File: src/rtl/ldpc_ber_run_sequencer.sv
// ldpc_ber_run_sequencer: sequences one BER test run on the LDPC tester.
// It issues CTRL beats under a credit window, drains outstanding blocks,
// and then reports completion, run statistics and a watchdog timeout.
//
// Ports:
//   clk, reset        clock, asynchronous active-high reset
//   start, abort      run control pulses from the register map
//   target_blocks     number of blocks to issue in this run
//   max_in_flight     credit window (0 behaves as 1)
//   timeout_cycles    watchdog limit (0 disables the watchdog)
//   ctrl_valid/ready  CTRL beat handshake with the LDPC core
//   dout_finish       last DOUT beat of a block transferred
//   busy, done        run status (RUN/DRAIN, DONE)
//   timeout_err       sticky, run ended by the watchdog
//   underflow_err     sticky, dout_finish seen with nothing in flight
//   issued_blocks     CTRL handshakes in this run
//   completed_blocks  dout_finish pulses in this run
//   in_flight         outstanding blocks
//   run_cycles        busy cycles, saturating
module ldpc_ber_run_sequencer #(
    parameter int CNT_WIDTH    = 64,
    parameter int CREDIT_WIDTH = 8,
    parameter int TO_WIDTH     = 32
) (
    input  logic                    clk,
    input  logic                    reset,
    input  logic                    start,
    input  logic                    abort,
    input  logic [CNT_WIDTH-1:0]    target_blocks,
    input  logic [CREDIT_WIDTH-1:0] max_in_flight,
    input  logic [TO_WIDTH-1:0]     timeout_cycles,
    output logic                    ctrl_valid,
    input  logic                    ctrl_ready,
    input  logic                    dout_finish,
    output logic                    busy,
    output logic                    done,
    output logic                    timeout_err,
    output logic                    underflow_err,
    output logic [CNT_WIDTH-1:0]    issued_blocks,
    output logic [CNT_WIDTH-1:0]    completed_blocks,
    output logic [CREDIT_WIDTH-1:0] in_flight,
    output logic [CNT_WIDTH-1:0]    run_cycles
);

    localparam logic [1:0] ST_IDLE  = 2'd0;
    localparam logic [1:0] ST_RUN   = 2'd1;
    localparam logic [1:0] ST_DRAIN = 2'd2;
    localparam logic [1:0] ST_DONE  = 2'd3;

    localparam logic [CNT_WIDTH-1:0]    CNT_ONE = CNT_WIDTH'(1);
    localparam logic [CREDIT_WIDTH-1:0] CR_ONE  = CREDIT_WIDTH'(1);
    localparam logic [TO_WIDTH-1:0]     TO_ONE  = TO_WIDTH'(1);

    logic [1:0]              state_q;
    logic [1:0]              state_d;
    logic [CNT_WIDTH-1:0]    target_q;
    logic [CNT_WIDTH-1:0]    target_d;
    logic [CREDIT_WIDTH-1:0] limit_q;
    logic [CREDIT_WIDTH-1:0] limit_d;
    logic [TO_WIDTH-1:0]     timeout_q;
    logic [TO_WIDTH-1:0]     timeout_d;
    logic [TO_WIDTH-1:0]     wd_q;
    logic [TO_WIDTH-1:0]     wd_d;

    logic                    cv_d;
    logic                    busy_d;
    logic                    done_d;
    logic                    terr_d;
    logic                    uerr_d;
    logic [CNT_WIDTH-1:0]    issued_d;
    logic [CNT_WIDTH-1:0]    completed_d;
    logic [CREDIT_WIDTH-1:0] inflight_d;
    logic [CNT_WIDTH-1:0]    cycles_d;

    logic hs;
    logic is_busy;
    logic pending;
    logic expire;
    logic can_issue;

    always_comb begin
        hs      = ctrl_valid & ctrl_ready;
        is_busy = (state_q == ST_RUN) || (state_q == ST_DRAIN);
        pending = ctrl_valid & ~ctrl_ready;

        target_d  = target_q;
        limit_d   = limit_q;
        timeout_d = timeout_q;
        terr_d    = timeout_err;
        uerr_d    = underflow_err;

        issued_d    = hs ? issued_blocks + CNT_ONE : issued_blocks;
        completed_d = dout_finish ? completed_blocks + CNT_ONE
                                  : completed_blocks;

        // A handshake and a finish in the same cycle cancel out.
        inflight_d = in_flight;
        if (hs && !dout_finish) begin
            inflight_d = in_flight + CR_ONE;
        end else if (!hs && dout_finish) begin
            if (in_flight == '0) begin
                uerr_d = 1'b1;
            end else begin
                inflight_d = in_flight - CR_ONE;
            end
        end

        cycles_d = run_cycles;
        if (is_busy && (run_cycles != '1)) begin
            cycles_d = run_cycles + CNT_ONE;
        end

        // Watchdog measures idle time: any progress on either side restarts it.
        wd_d = wd_q;
        if (is_busy) begin
            if (hs || dout_finish) begin
                wd_d = '0;
            end else if (wd_q != '1) begin
                wd_d = wd_q + TO_ONE;
            end
        end
        expire = is_busy && (timeout_q != '0) && (wd_d == timeout_q);

        can_issue = (issued_d < target_q) && (inflight_d < limit_q);

        state_d = state_q;
        cv_d    = pending;

        case (state_q)
            ST_RUN: begin
                if (expire) begin
                    state_d = ST_DONE;
                end else if (abort || (issued_d == target_q)) begin
                    state_d = ST_DRAIN;
                end else begin
                    cv_d = pending | can_issue;
                end
            end
            ST_DRAIN: begin
                if (expire) begin
                    state_d = ST_DONE;
                end else if ((inflight_d == '0) && !pending) begin
                    state_d = ST_DONE;
                end
            end
            default: begin
                // IDLE and DONE: a start launches a new run.  The first
                // beat is raised one cycle after busy rises.
                if (start) begin
                    target_d    = target_blocks;
                    limit_d     = (max_in_flight == '0) ? CR_ONE
                                                        : max_in_flight;
                    timeout_d   = timeout_cycles;
                    issued_d    = '0;
                    completed_d = '0;
                    inflight_d  = '0;
                    cycles_d    = '0;
                    wd_d        = '0;
                    terr_d      = 1'b0;
                    uerr_d      = 1'b0;
                    cv_d        = 1'b0;
                    state_d     = (target_blocks == '0) ? ST_DONE : ST_RUN;
                end
            end
        endcase

        // Watchdog expiry withdraws any pending beat and ends the run.
        if (expire) begin
            cv_d   = 1'b0;
            terr_d = 1'b1;
        end

        busy_d = (state_d == ST_RUN) || (state_d == ST_DRAIN);
        done_d = (state_d == ST_DONE);
    end

    always_ff @(posedge clk or posedge reset) begin
        if (reset) begin
            state_q          <= ST_IDLE;
            target_q         <= '0;
            limit_q          <= '0;
            timeout_q        <= '0;
            wd_q             <= '0;
            ctrl_valid       <= 1'b0;
            busy             <= 1'b0;
            done             <= 1'b0;
            timeout_err      <= 1'b0;
            underflow_err    <= 1'b0;
            issued_blocks    <= '0;
            completed_blocks <= '0;
            in_flight        <= '0;
            run_cycles       <= '0;
        end else begin
            state_q          <= state_d;
            target_q         <= target_d;
            limit_q          <= limit_d;
            timeout_q        <= timeout_d;
            wd_q             <= wd_d;
            ctrl_valid       <= cv_d;
            busy             <= busy_d;
            done             <= done_d;
            timeout_err      <= terr_d;
            underflow_err    <= uerr_d;
            issued_blocks    <= issued_d;
            completed_blocks <= completed_d;
            in_flight        <= inflight_d;
            run_cycles       <= cycles_d;
        end
    end

endmodule
File: config.mk
export PLATFORM = sky130hd
export DESIGN_NAME = ldpc_ber_run_sequencer
export DESIGN_NICKNAME = d
export VERILOG_FILES = /design/src/rtl/ldpc_ber_run_sequencer.sv
export SDC_FILE = /design/constraint.sdc
export NUM_CORES = 1
export LEC_CHECK = 0
export ABC_AREA = 1
export CAP_MARGIN = 10
export CORE_UTILIZATION = 48
export DETAILED_ROUTE_END_ITERATION = 10
export HOLD_SLACK_MARGIN = 0.02
export PLACE_DENSITY = 0.72
export SYNTH_ARGS = -nofsm -noshare
export SYNTH_HDL_FRONTEND = slang
export SYNTH_SLANG_ARGS = --single-unit
File: constraint.sdc
create_clock -name clk -period 9.9 [get_ports clk]
set_input_delay 0.99 -clock clk [delete_from_list [all_inputs] [get_ports clk]]
set_output_delay 0.99 -clock clk [all_outputs]
set_load 0.02 [all_outputs]
==> metrics.md, run 1 <==
| Metric | Value |
|---|---|
| Die ar. | `45,900 µm²` |
| DRC viols | `0` |
| Static Leak | `0.0118 µW` |
| Max incr delay on CP | `550 ps` |
| Die Span X | `214 µm` |
| Initial DRC count | `1,853` |
| Crit start category | `primary input` |
| Worst path required time | `10,340 ps` |
| Mapped Area | `21,600 µm²` |
| Setup violations, final | `0` |
| Vias in the first global route | `21,100` |
| Final Max Tran Viols | `0` |
| Status | `completed` |
| Proportion of power drawn by the clock network | `29.9%` |
| Post-synthesis cell type count | `58` |
| GRT Overall Usage | `31.7%` |
| Number of port buffers | `314` |
| Number of synthesized register bits | `343` |
| Most frequent CP cell | `nand2_1` |
| Final hold vios | `0` |
| Share of total power in sequential cells | `34.5%` |
| Ys Warns | `0` |
| I/O pin cnt | `315` |
| Area grow syn2layout | `23.7%` |
| Reg2reg setup slack | `5160 ps` |
| Max VDD drop | `0.185 mV` |
| RSZ-0062 raised after global routing | `false` |
| Share of layout cells above drive strength 1 | `4.94%` |
| GPL Wtd Cong | `0.968` |
| Pin count of the biggest net entering global routing | `162` |
| Reg clk slew, reported paths | `60 ps` |
| Crit-path cells | `clkdlybuf4s50_1, nand2_1, inv_1, nand2_1, nor3_2, nand2_1, nor3_2, nand2_1, or3_1, xor2_1, inv_1, ha_1, nand4_1, inv_1, nand4_1, nor4_1, nor2_1, inv_1, a21oi_1, a41oi_1, nand2_1, nand2_1, nand2_1, ha_1` |
| Filler cells | `4,128` |
| Origin of the critical flop-to-flop path | `ctrl_valid` |
| FF-to-FF End | `busy` |
| Total power draw | `5360 µW` |
| Nets | `3,461` |
| Worst slew pin tran | `1050 ps` |
| Number of diodes | `0` |
| Slowest CP cell | `clkdlybuf4s50_1` |
| Post-synthesis sequential area ratio | `39.7%` |
| CTS tree | `done` |
| Die Ht | `214 µm` |
| Root buffer cell | `clkbuf_16` |
| Global route overflow | `0` |
| Maxcap violations | `0` |
| Multi-input gate area | `11,000 µm²` |
| Slew HR | `29.7%` |
| Clock Tree Buf Depth | `3` |
| First-pass GRT wire length | `115 mm` |
| Routed vias/inst | `5.47` |
| CTS H-tree depth | `2` |
| Postcts setup bufs | `0` |
| Pre-antenna DRT Iters | `8` |
| Mapped Cells | `2,965` |
| Starting density of the core | `48.8%` |
| Cts bufs inserted | `42` |
| Final min period | `5300 ps` |
| Reg area | `8580 µm²` |
| Crit path from | `ctrl_ready` |
| Syn Nets | `3,157` |
| CP Depth | `24` |
| Site row count | `77` |
| Core area | `44,300 µm²` |
| Logic gate share of total power | `35.7%` |
| Hold buffers post-CTS | `0` |
| R2r worst-path depth | `23` |
| Clock sink count | `343` |
| Resized cells post-CTS | `0` |
| Most frequent cells in the layout | `617 x nand2_1, 448 x inv_1, 404 x nor2_1` |
| Critical Path End | `busy` |
| Worst EP arrival | `5750 ps` |
| Drt total wl | `73.1 mm` |
| Initial antenna violation count | `0` |
| Routed Antenna Nets | `0` |
| CP Max Fanout | `13` |
| Sw frac | `39.8%` |
| Clk Latency, worst-skew pair | `570 ps` |
| Crit path capture type | `register` |
| Setup Skew | `21.6 ps` |
| Setup TNS | `0 ps` |
| Switching pwr | `2140 µW` |
| Commonest non-fill, non-tap cell in the layout | `nand2_1` |
| Internal | `3220 µW` |
| Cell family with most CP delay | `simple AND/OR/NAND/NOR gates` |
| Detail Placement HPWL | `56.0 mm` |
| Worst Path Buf+Inv | `5` |
| Avg Cell Area, Syn | `7.29 µm²` |
| WL/cell | `18.8 µm` |
| Pwr dens | `201 nW/µm²` |
| Critical path type | `primary input to register` |
| Final worst path period share | `53.5%` |
| Fmax | `189 MHz` |
| Vias | `21,300` |
| Min-delay worst type | `register to register` |
## cell usage after synthesis (all sizes together)
library cell	number	area share, %
a211oi	4	0.14
a21o	1	0.035
a21oi	109	2.5
a22oi	1	0.035
a31oi	4	0.12
a32oi	1	0.041
a41oi	1	0.041
and2	2	0.058
and3	4	0.12
buf	21	0.62
clkbuf	44	0.86
clkinv	2	0.035
dfrtp	343	40
ha	82	4.7
inv	460	8.0
nand2	628	11
nand3	169	4.3
nand3b	9	0.31
nand4	92	2.8
nor2	426	7.8
nor3	135	3.4
nor3b	8	0.28
nor4	61	1.9
nor4b	1	0.041
o2111ai	3	0.12
o211ai	8	0.35
o21a	11	0.38
o21ai	187	4.4
o21bai	3	0.10
o31ai	8	0.28
or2	3	0.087
or3	1	0.029
or3b	1	0.041
or4	2	0.069
xnor2	29	1.2
xor2	101	4.1
## state kept, by name (all words and copies together) (netlist names)
| signal | count |
|---|---|
| wd_q | 32 |
| run_cycles | 64 |
| completed_blocks | 64 |
| in_flight | 8 |
| state_q | 2 |
| busy | 1 |
| timeout_err | 1 |
| underflow_err | 1 |
| timeout_q | 32 |
| limit_q | 8 |
| target_q | 64 |
| issued_blocks | 64 |
| done | 1 |
| ctrl_valid | 1 |
## per-stage QoR
| stage | util [%] | setup slack [ps] | cells | hold slack, ps | cell area, µm² |
|---|---|---|---|---|---|
| floorplan | - | 4320 | 2965 | 453 | 21600 |
| global placement | 57.0 | 4150 | 3817 | 471 | 25300 |
| detailed placement | 57.0 | 4100 | 3817 | 489 | 25300 |
| CTS | 60.3 | 4660 | 3894 | 502 | 26700 |
| global route | 60.3 | 4110 | 3894 | 534 | 26700 |
| finish | 60.3 | 4600 | 3894 | 493 | 26700 |
## cell families after synthesis
kind of cell	synth area share [%]
XOR/XNOR	5.27
AO/OA/AOI/OAI	8.55
AND/OR/NAND/NOR	32.2
adder cells (fa/ha/maj)	4.75
buffers and inverters	9.53
flip-flops	39.7
## routing by layer
| metal | global-route usage, % | part of all wire (%) | wire length [µm] | vias up |
|---|---|---|---|---|
| li1 | - | - | - | 10200 |
| met1 | 41.4 | 43 | 31100 | 10200 |
| met2 | 51.7 | 46 | 33900 | 766 |
| met3 | 5.70 | 7.1 | 5220 | 167 |
| met4 | 13.0 | 3.8 | 2800 | 0 |
| met5 | 0 | 0 | 0 | - |
## power groups by stage
stage / Clock (µW) / Sequential (µW) / Combinational, µW
finish: 1600 / 1850 / 1910
global route: 1680 / 1870 / 2140
CTS: 1630 / 1840 / 1900
detailed placement: 0 / 1870 / 1890
global placement: 0 / 1860 / 1850
floorplan: 0 / 1850 / 1270
## layout make-up
type	count	area share [%]
repair buffers	325	12.1
well taps	592	2.77
clock buffers	65	4.87
inverters	462	6.55
multi-input cells	2095	41.1
flip-flops and latches	343	32.1
clock inverters	12	0.524
## tightest hold or removal path: stages, from the launching register on
cell,delay [ps]
dfrtp_1,350
nand2_1,50
o21ai_0,50
## worst min path at each step
stage	from	endpoint	cells after the start
after floorplan	target_q[50]	target_q[50]	2
after global placement	target_q[0]	target_q[0]	2
after detailed placement	target_q[51]	target_q[51]	2
after CTS	target_q[51]	target_q[51]	2
after global routing	target_q[51]	target_q[51]	2
final	target_q[51]	target_q[51]	2
Note: power is estimated with default switching activity, not from simulation.
==> run 2: changes to the inputs <==
--- a/config.mk
+++ b/config.mk
@@ -10,7 +10,7 @@
 export CORE_UTILIZATION = 48
 export DETAILED_ROUTE_END_ITERATION = 10
 export HOLD_SLACK_MARGIN = 0.02
-export PLACE_DENSITY = 0.72
+export PLACE_DENSITY = 0.69
 export SYNTH_ARGS = -nofsm -noshare
 export SYNTH_HDL_FRONTEND = slang
 export SYNTH_SLANG_ARGS = --single-unit
==> constraint.sdc (replaced) <==
create_clock -name clk -period 5.2 [get_ports clk]
set_input_delay 0.52 -clock clk [delete_from_list [all_inputs] [get_ports clk]]
set_output_delay 0.52 -clock clk [all_outputs]
set_load 0.02 [all_outputs]
==> run 2 against run 1 <==
Cell area up 0.19%. Register-to-register slack got worse by 4800 ps. Non-clock buffer count up 10. Core utilization up 0.12 points. Sequential share of layout area is 0.062 points lower. Setup slack got worse by 4200 ps. Wire length increased by 0.18%. Count of clock-buffer cells in the layout fell by 7.
==> metrics.md, run 2 (same netlist as run 1, synthesis figures left out) <==
| Metric | Value |
|---|---|
| Nets | `3,469 (+0.23%)` |
| CTS H-tree depth | `2 (unchanged)` |
| Global route overflow | `0 (unchanged)` |
| Postcts setup bufs | `0 (unchanged)` |
| Post-Place Cells | `3,827 (+0.26%)` |
| First-pass GRT wire length | `116 mm (+1.0%)` |
| Routed vias/inst | `5.43 (-0.73%)` |
| Vias in the first global route | `21,100 (+0.090%)` |
| GRT Overall Usage | `31.9% (+0.25 points)` |
| WHS | `343 ps (-150 ps)` |
| Reg clk slew, reported paths | `60 ps (about the same)` |
| Pwr dens | `379 nW/µm² (+89%)` |
| Cell family with most CP delay | `simple AND/OR/NAND/NOR gates` |
| Fmax | `208 MHz` |
| Filler cells | `4,123 (-0.12%)` |
| I/O pin cnt | `315 (unchanged)` |
| Switching pwr | `4040 µW (+89%)` |
| Final min period | `4810 ps` |
| Most frequent CP cell | `inv_1` |
| Number of diodes | `0 (unchanged)` |
| Pre-antenna DRT Iters | `5 (-3)` |
| Clk Latency, worst-skew pair | `570 ps (about the same)` |
| Root buffer cell | `clkbuf_16` |
| Multi-input gate area | `11,000 µm² (about the same)` |
| Initial antenna violation count | `1 (+1)` |
| Most frequent cells in the layout | `617 x nand2_1, 448 x inv_1, 405 x nor2_1` |
| Logic gate share of total power | `36.0% (+0.3 points)` |
| Setup Skew | `18.6 ps (-2.96 ps)` |
| Slew HR | `32.3% (+2.6 points)` |
| Site row count | `77 (unchanged)` |
| WL/cell | `18.8 µm (+0.11%)` |
| Crit path capture type | `register` |
| Status | `completed` |
| Commonest non-fill, non-tap cell in the layout | `nand2_1` |
| CP Max Fanout | `5 (-8)` |
| Max incr delay on CP | `470 ps (-80 ps)` |
| Die Span X | `214 µm (unchanged)` |
| Internal | `6110 µW (+89%)` |
| Vias | `21,200 (-0.66%)` |
| Crit start category | `register` |
| Slowest CP cell | `dfrtp_1` |
| Hold buffers post-CTS | `0 (unchanged)` |
| Routed Antenna Nets | `0 (unchanged)` |
| DRC viols | `0 (unchanged)` |
| Critical path type | `register to register` |
| Static Leak | `0.0119 µW (+0.28%)` |
| Setup violations, final | `0 (unchanged)` |
| Starting density of the core | `48.8% (unchanged)` |
| Initial DRC count | `1,733 (-6.5%)` |
| Reg2reg setup slack | `390 ps (-4770 ps)` |
| Final Max Tran Viols | `0 (unchanged)` |
| Pin count of the biggest net entering global routing | `161 (-0.62%)` |
| Sw frac | `39.8% (about the same)` |
| Die ar. | `45,900 µm² (unchanged)` |
| Die Ht | `214 µm (unchanged)` |
| CTS tree | `done` |
| Share of total power in sequential cells | `34.6% (about the same)` |
| Detail Placement HPWL | `56.1 mm (+0.28%)` |
| Max VDD drop | `0.428 mV (+130%)` |
| Drt total wl | `73.2 mm (+0.18%)` |
| Non-filler instance count after layout | `3,897 (+0.077%)` |
| Worst Path Buf+Inv | `4 (-1)` |
| Clock Tree Buf Depth | `3 (unchanged)` |
| Reg area | `8580 µm² (unchanged)` |
| RSZ-0062 raised after global routing | `false` |
| Final worst path period share | `92.4%` |
| Cts bufs inserted | `40 (-4.8%)` |
| Core area | `44,300 µm² (unchanged)` |
| Share of layout cells above drive strength 1 | `5.14% (+0.21 points)` |
| Worst slew pin tran | `1010 ps (-48.3 ps)` |
| Min-delay worst type | `primary input to asynchronous set/reset pin` |
| Clock sink count | `343 (unchanged)` |
| Resized cells post-CTS | `0 (unchanged)` |
| Worst path required time | `5660 ps (-4680 ps)` |
| Number of port buffers | `314 (unchanged)` |
| Setup TNS | `0 ps (unchanged)` |
| Final hold vios | `0 (unchanged)` |
| GPL Wtd Cong | `0.976 (+0.88%)` |
| Area grow syn2layout | `23.9%` |
| Proportion of power drawn by the clock network | `29.5% (-0.4 points)` |
| Maxcap violations | `0 (unchanged)` |
| Worst EP arrival | `5260 ps (-490 ps)` |
run 2: changes by cell type in the layout (fill, tap and decap cells not counted):
cell	delta
clkbuf_8	+2
buf_4	+7
clkbuf_16	-4
inv_6	+2
bufinv_16	+1
nor2_2	-1
clkinv_2	-3
buf_12	+3
clkbuf_1	-5
nor2_1	+1
run 2: routing by layer:
metal	global-route usage (%)	wire, µm
met1	41.4	31400
met2	52.1	33900
met3	6.94	5310
met4	12.1	2600
met5	0	13
run 2: through the flow:
stage / instance area (µm²) / power (µW) / setup slack (ps) / util [%]
2_1_floorplan: 21600 / 5940 / 91.5 / -
3_3_place_gp: 25400 / 7070 / 246 / 57.3
3_5_place_dp: 25400 / 7150 / 218 / 57.3
4_1_cts: 26800 / 10200 / 474 / 60.4
5_1_grt: 26800 / 10800 / 33.9 / 60.4
6_report: 26800 / 10100 / 395 / 60.4
run 2: cell type report:
cell class / instances / area share (%)
sequential: 343 / 32.1
multi-input combinational: 2095 / 41.0
inverter: 462 / 6.54
clock buffer: 58 / 4.52
timing repair buffer: 335 / 12.5
tap: 592 / 2.77
clock inverter: 12 / 0.645
run 2: power groups by stage:
stage	Sequential [µW]	Combinational, µW	Clock, µW
after floorplan	3530	2410	0
after global placement	3530	3540	0
after detailed placement	3540	3610	0
after CTS	3500	3630	3040
after global routing	3550	4110	3140
final	3510	3650	2990
run 2: path summary, 6_finish.rpt:
check,start,to,depth (start not counted)
min reg2reg,underflow_err,underflow_err,2
max,issued_blocks[17],busy,25
min in group clk,underflow_err,underflow_err,2
min,reset,run_cycles[1],2
max reg2reg,issued_blocks[17],busy,25
max in group asynchronous,reset,timeout_q[17],3
